**src/rtl/dut_capture_ctrl.sv**
```systemverilog
// Capture sequencer: arm on start, flush pipeline-fill beats, optionally wait
// for a trigger edge, then write a programmed number of lines to capture RAM.
module dut_capture_ctrl #(
    parameter int unsigned ADC_MAX_DATA_SIZE = 16,
    parameter int unsigned BRAM_WORD_NUM     = 16,
    parameter int unsigned BRAM_ADDR_WIDTH   = 10,
    parameter int unsigned FLUSH_BEATS       = 2
) (
    input  logic                                        i_dut_capture_clk,
    input  logic                                        i_dut_capture_reset_n,
    input  logic                                        i_dut_capture_start,
    input  logic                                        i_dut_capture_abort,
    input  logic                                        i_dut_capture_system_rdy,
    input  logic [BRAM_ADDR_WIDTH-1:0]                  i_dut_capture_depth,
    input  logic                                        i_dut_capture_trig_en,
    input  logic                                        i_dut_capture_trigger,
    input  logic                                        i_dut_capture_data_en,
    input  logic [ADC_MAX_DATA_SIZE*BRAM_WORD_NUM-1:0]  i_dut_capture_data,
    output logic                                        o_dut_capture_bram_we,
    output logic [BRAM_ADDR_WIDTH-1:0]                  o_dut_capture_bram_addr,
    output logic [ADC_MAX_DATA_SIZE*BRAM_WORD_NUM-1:0]  o_dut_capture_bram_wdata,
    output logic                                        o_dut_capture_busy,
    output logic                                        o_dut_capture_done,
    output logic                                        o_dut_capture_error,
    output logic [BRAM_ADDR_WIDTH:0]                    o_dut_capture_lines
);

    localparam int unsigned DW = ADC_MAX_DATA_SIZE * BRAM_WORD_NUM;
    localparam int unsigned AW = BRAM_ADDR_WIDTH;
    localparam int unsigned LW = BRAM_ADDR_WIDTH + 1;
    localparam int unsigned CW = 4;

    typedef enum logic [2:0] {
        S_IDLE,
        S_ARM,
        S_FLUSH,
        S_WAIT_TRIG,
        S_CAPTURE,
        S_DONE
    } state_t;

    state_t          state_q, state_n;
    logic [CW-1:0]   cnt_q, cnt_n;
    logic [AW-1:0]   depth_q, depth_n;
    logic            trig_en_q, trig_en_n;
    logic            trig_prev_q;
    logic            we_q, we_n;
    logic [AW-1:0]   addr_q, addr_n;
    logic [DW-1:0]   wdata_q, wdata_n;
    logic            busy_q, busy_n;
    logic            done_q, done_n;
    logic            error_q, error_n;
    logic [LW-1:0]   lines_q, lines_n;
    logic [LW-1:0]   depth_full;
    logic [LW-1:0]   lines_inc;
    logic            trig_edge;

    // Depth 0 encodes a full memory; trigger edge uses the always-registered previous value
    assign depth_full = (depth_q == '0) ? (LW'(1) << AW) : LW'(depth_q);
    assign lines_inc  = lines_q + LW'(1);
    assign trig_edge  = i_dut_capture_trigger && !trig_prev_q;

    // State and output registers
    always_ff @(posedge i_dut_capture_clk or negedge i_dut_capture_reset_n) begin
        if (!i_dut_capture_reset_n) begin
            state_q     <= S_IDLE;
            cnt_q       <= '0;
            depth_q     <= '0;
            trig_en_q   <= 1'b0;
            trig_prev_q <= 1'b0;
            we_q        <= 1'b0;
            addr_q      <= '0;
            wdata_q     <= '0;
            busy_q      <= 1'b0;
            done_q      <= 1'b0;
            error_q     <= 1'b0;
            lines_q     <= '0;
        end else begin
            state_q     <= state_n;
            cnt_q       <= cnt_n;
            depth_q     <= depth_n;
            trig_en_q   <= trig_en_n;
            trig_prev_q <= i_dut_capture_trigger;
            we_q        <= we_n;
            addr_q      <= addr_n;
            wdata_q     <= wdata_n;
            busy_q      <= busy_n;
            done_q      <= done_n;
            error_q     <= error_n;
            lines_q     <= lines_n;
        end
    end

    // Next-state and next-output logic; abort wins, then ready loss, then data beats
    always_comb begin
        state_n   = state_q;
        cnt_n     = cnt_q;
        depth_n   = depth_q;
        trig_en_n = trig_en_q;
        we_n      = 1'b0;
        addr_n    = addr_q;
        wdata_n   = wdata_q;
        done_n    = done_q;
        error_n   = error_q;
        lines_n   = lines_q;
        busy_n    = (state_q == S_ARM) || (state_q == S_FLUSH) ||
                    (state_q == S_WAIT_TRIG) || (state_q == S_CAPTURE);

        if (i_dut_capture_abort) begin
            state_n = S_IDLE;
        end else begin
            case (state_q)
                S_IDLE, S_DONE: begin
                    if (i_dut_capture_start) begin
                        depth_n   = i_dut_capture_depth;
                        trig_en_n = i_dut_capture_trig_en;
                        done_n    = 1'b0;
                        error_n   = 1'b0;
                        lines_n   = '0;
                        addr_n    = '0;
                        state_n   = S_ARM;
                    end
                end
                S_ARM: begin
                    if (i_dut_capture_system_rdy) begin
                        cnt_n   = CW'(FLUSH_BEATS);
                        state_n = S_FLUSH;
                    end
                end
                S_FLUSH: begin
                    if (!i_dut_capture_system_rdy) begin
                        error_n = 1'b1;
                        state_n = S_IDLE;
                    end else if (i_dut_capture_data_en) begin
                        cnt_n = cnt_q - CW'(1);
                        if (cnt_q == CW'(1)) begin
                            state_n = trig_en_q ? S_WAIT_TRIG : S_CAPTURE;
                        end
                    end
                end
                S_WAIT_TRIG: begin
                    if (!i_dut_capture_system_rdy) begin
                        error_n = 1'b1;
                        state_n = S_IDLE;
                    end else if (trig_edge) begin
                        state_n = S_CAPTURE;
                    end
                end
                S_CAPTURE: begin
                    if (!i_dut_capture_system_rdy) begin
                        error_n = 1'b1;
                        state_n = S_IDLE;
                    end else if (i_dut_capture_data_en) begin
                        we_n    = 1'b1;
                        addr_n  = lines_q[AW-1:0];
                        wdata_n = i_dut_capture_data;
                        lines_n = lines_inc;
                        if (lines_inc == depth_full) begin
                            done_n  = 1'b1;
                            state_n = S_DONE;
                        end
                    end
                end
                default: state_n = S_IDLE;
            endcase
        end
    end

    assign o_dut_capture_bram_we    = we_q;
    assign o_dut_capture_bram_addr  = addr_q;
    assign o_dut_capture_bram_wdata = wdata_q;
    assign o_dut_capture_busy       = busy_q;
    assign o_dut_capture_done       = done_q;
    assign o_dut_capture_error      = error_q;
    assign o_dut_capture_lines      = lines_q;

endmodule

```
**config.mk**
```make
export PLATFORM = sky130hd
export DESIGN_NAME = dut_capture_ctrl
export DESIGN_NICKNAME = d
export VERILOG_FILES = /design/src/rtl/dut_capture_ctrl.sv
export SDC_FILE = /design/constraint.sdc
export NUM_CORES = 1
export LEC_CHECK = 0
export CAP_MARGIN = 20
export CORE_AREA = 3 3 212 214
export DETAILED_ROUTE_END_ITERATION = 8
export DIE_AREA = 0 0 215 217
export GPL_TIMING_DRIVEN = 0
export PLACE_DENSITY = 0.59
export SETUP_SLACK_MARGIN = 0.5
export SYNTH_ARGS = -nofsm -noshare
export SYNTH_HDL_FRONTEND = slang
export SYNTH_SLANG_ARGS = --single-unit
```
**constraint.sdc**
```tcl
create_clock -name i_dut_capture_clk -period 2.1 [get_ports i_dut_capture_clk]
set_input_delay 0.42 -clock i_dut_capture_clk [delete_from_list [all_inputs] [get_ports i_dut_capture_clk]]
set_output_delay 0.42 -clock i_dut_capture_clk [all_outputs]
set_load 0.05 [all_outputs]
```
==> impl_results.md <==
- Critical path launch point type: flip-flop
- Max cap viols: 0
- Distinct cell type count after synthesis: 51
- CTS tree: built
- Setup Skew: 0.0177 ns
- Synth Warn #: 0
- Die width: 215 um
- R2r endpoint: state_q[0]
- Worst reg-to-reg setup slack: 0.12 ns
- Flops & latches, synth: 300
- Syn Area/Cell: 8.96 um2
- Largest net degree at the start of global routing: 118
- Violated checks: negative hold slack
- Sink Count: 300
- Area leader, netlist: dfrtp_1
- Mapped cell area: between 10,000 and 15,000 um2
- WP buf/inv: 1
- Xor and xnor area share after synthesis: about 1.1%
- Worst slack, placed: -0.985 ns
- Synth Area in Simple Gates: 27.8%
- Power Total: about 0.015 W
- Clk Latency, worst-skew pair: 0.54 ns
- Outcome: complete, but fails checks
- Clk pin slew, worst setup/hold paths: 0.06 ns
- CP Max Fanout: 7
- Initial antenna violation count: 5
- Clock Path Buffers: 3
- Delay of the slowest critical-path stage: 0.50 ns
- Port Buffer Count: 553
- Crit path depth: 8
- Die height: 217 um
- Most Frequent Cell on Critical Path: and3_4
- Crit. End Element: flip-flop
- Most used DFF post-synth: dfrtp_1
- Power Density: ~760 nW/um2
- Largest family of logic cells by synthesized area: simple AND/OR/NAND/NOR gates
- Seq/Total Area, Yosys: around 63%
- Post-Synth Adder-Cell Area: 0.314%
- Area delta synth->final: 67.3%
- WL per Instance: 18.3 um
- Worst-case vdd ir drop: ~0.43 mV
- Worst Setup EP: state_q[0]
- Number of synthesized flops with an enable pin: 0
- Worst Path Required: around 2.6 ns
- Synth top area share: 62.8%
- CP Class: flip-flop to flip-flop
- I/O Pins: between 500 and 600
- Setup violators final: 0
- Most frequent cells in the layout: nand2_1, dfrtp_1, clkdlybuf4s50_1, buf_4, clkbuf_4
- Routability cong.: 0.866
- Slew Limit Fails: 0
- H-tree depth: 2
- Die Area: approximately 47,000 um2
- Commonest non-fill, non-tap cell in the layout: nand2_1
- DRT Pass-1 Iters: 5
- Area contributors post-synth: dfrtp_1, nand2_1, clkbuf_1
- DP HPWL: 34.6 mm
- Sequential Area: 7520 um2
- GR Overflow Total: 0
- Starting Density: 27.7%
- Filler cells: approximately 4,200
- Final hold slack: -0.102 ns
- Tmin final: 1.98 ns
- Final std cells w/o fill: about 2,600
- Worst Path Arrival: roughly 2.4 ns
- Vias after detailed routing: roughly 11,000
- DR iter-0 viols: slightly below 700
- R2R Path Start: o_dut_capture_lines[1]
- Site Rows: 76
- Ys async rst share: 100%
- Share of cells above drive strength 1: 24.4%
- Unrepaired setup endpoints after global routing: true
- Final worst path period share: 94.3%
- Vias in the first global route: 11,400
- Mapped Nets: approximately 1,600
- Mux cell area share after synthesis: 1.12%
- Slew HR: between 50% and 60%
- Cells along the critical path: ha_4 > and3_4 > and3_4 > buf_6 > xnor2_2 > a2111oi_2 > nand4_1 > o21ai_1
- Hold/Removal Path Class: input pin to asynchronous set/reset pin
- Cell family with most CP delay: simple AND/OR/NAND/NOR gates
- All-Layer GR Usage: 19.0%
- CTS Root Buffer Type: clkbuf_16
- Mapped Cells: 1,334
- DRC viols: 0
- LEAKAGE: 10.7 nW
- Global-route wire length before repair: 69.2 mm
- Origin of the worst setup path: o_dut_capture_lines[1]
- TritonCTS Buffers: 37
- Cells after DPL: 2,474
- Fin. Hold Viols: 86
- Core Area: 43,100 um2
- Compound-cell area share of the yosys netlist: just under 4%
- Total Wirelength: 47.1 mm
- Worst slew pin tran: 0.733 ns
- Worst setup margin: 0.119 ns
- Vias per cell: 4.42
- Antenna viol nets, final: 0
- Reg2Reg Depth: 8
- Slowest stage cell, crit path: dfrtp_4
- Max frequency: 0.505 GHz
- NumNets Final: 2,239
- Area of the multi-input gates: 4320 um2
worst min-delay path by stage:
stage | cells past startpoint | slack (ns) | from | to
finish | 1 | -0.10 | i_dut_capture_reset_n | o_dut_capture_bram_wdata[105]
global route | 1 | -0.07 | i_dut_capture_reset_n | o_dut_capture_bram_wdata[111]
CTS | 1 | -0.10 | i_dut_capture_reset_n | o_dut_capture_bram_wdata[111]
detailed placement | 2 | 0.46 | o_dut_capture_bram_wdata[186] | o_dut_capture_bram_wdata[186]
global placement | 2 | 0.46 | o_dut_capture_bram_wdata[152] | o_dut_capture_bram_wdata[152]
floorplan | 0 | 0.12 | i_dut_capture_reset_n | cnt_q[0]
registers in the layout, indices dropped and copies added (netlist names):
register and flops:
o_dut_capture_bram_we 1, trig_prev_q 1, cnt_q 4, o_dut_capture_bram_wdata 256, state_q 3, o_dut_capture_lines 11, depth_q 10, o_dut_capture_done 1
o_dut_capture_bram_addr 10, trig_en_q 1, o_dut_capture_error 1, o_dut_capture_busy 1
cell usage after synthesis (all sizes together) (2+ instances only):
master  instances
nand2         786
o31ai           6
buf            32
and4            2
mux2           11
xor2            5
inv             7
and3b           2
a211o           2
a21oi           5
nand4           9
a211oi          4
nor2b           4
dfrtp         300
o21ai          27
nor2           21
clkbuf         43
a22o            9
a31oi           4
and2            3
nor4            3
xnor2          10
ha              3
nand3          10
and3            6
o311ai          2
final cells by class:
cell class / instances / share of cell area, %
flip-flops and latches: 300 / 37.6
inverters: 8 / 0.200
well taps: 585 / 3.66
multi-input cells: 951 / 21.6
clock buffers: 61 / 6.05
plain buffers: 75 / 3.62
repair buffers: 589 / 26.9
diodes: 3 / 0.0375
clock inverters: 6 / 0.325
what timing repair did:
action / 4_1_cts / 5_1_grt
endpoints found under the setup margin: 572 / 466
gates resized for setup: 906 / 754
endpoints found under the hold margin: 86 / 82
pin swaps: 2 / 36
cloned: 0 / 6
buffers inserted: 5 / 23
per-stage QoR:
step	hold slack, ns	util (%)	TNS, ns	instance area [um2]
global route	-0.0699	46.4	0	20000
finish	-0.102	46.4	0	20000
global placement	0.458	42.5	-4064.11	18300
floorplan	0.124	-	0	12100
detailed placement	0.461	42.7	-145.42	18400
CTS	-0.101	44.9	0	19400
where the power goes:
group          switching [W]  internal (W)
sequential          0.000253       0.00607
combinational        0.00124       0.00105
clock                0.00251       0.00405
total                0.00401        0.0112
worst register-to-register path: stages, from the launching register on:
cell and delay [ns]:
dfrtp_4 0.50, ha_4 0.19, and3_4 0.18, and3_4 0.18, buf_6 0.12, xnor2_2 0.13
a2111oi_2 0.22, nand4_1 0.22, o21ai_1 0.17
kinds of logic after synthesis:
family / count (synthesis)
DFF: 300
xor gates and xnor gates: 15
buffers and inverters: 83
AOI/OAI and AO/OA: 69
adders and majority gates: 3
and+or+nand+nor: 852
muxes: 12
layer usage:
layer | GRT usage (%) | routed length, um | vias up
met3 | 6.59 | 4040 | 78
met5 | 0 | 11 | -
li1 | - | - | 5445
met4 | 6.35 | 1340 | 2
met1 | 23.4 | 19200 | 5438
met2 | 31.4 | 22600 | 435
Note: power is estimated with default switching activity, not from simulation.
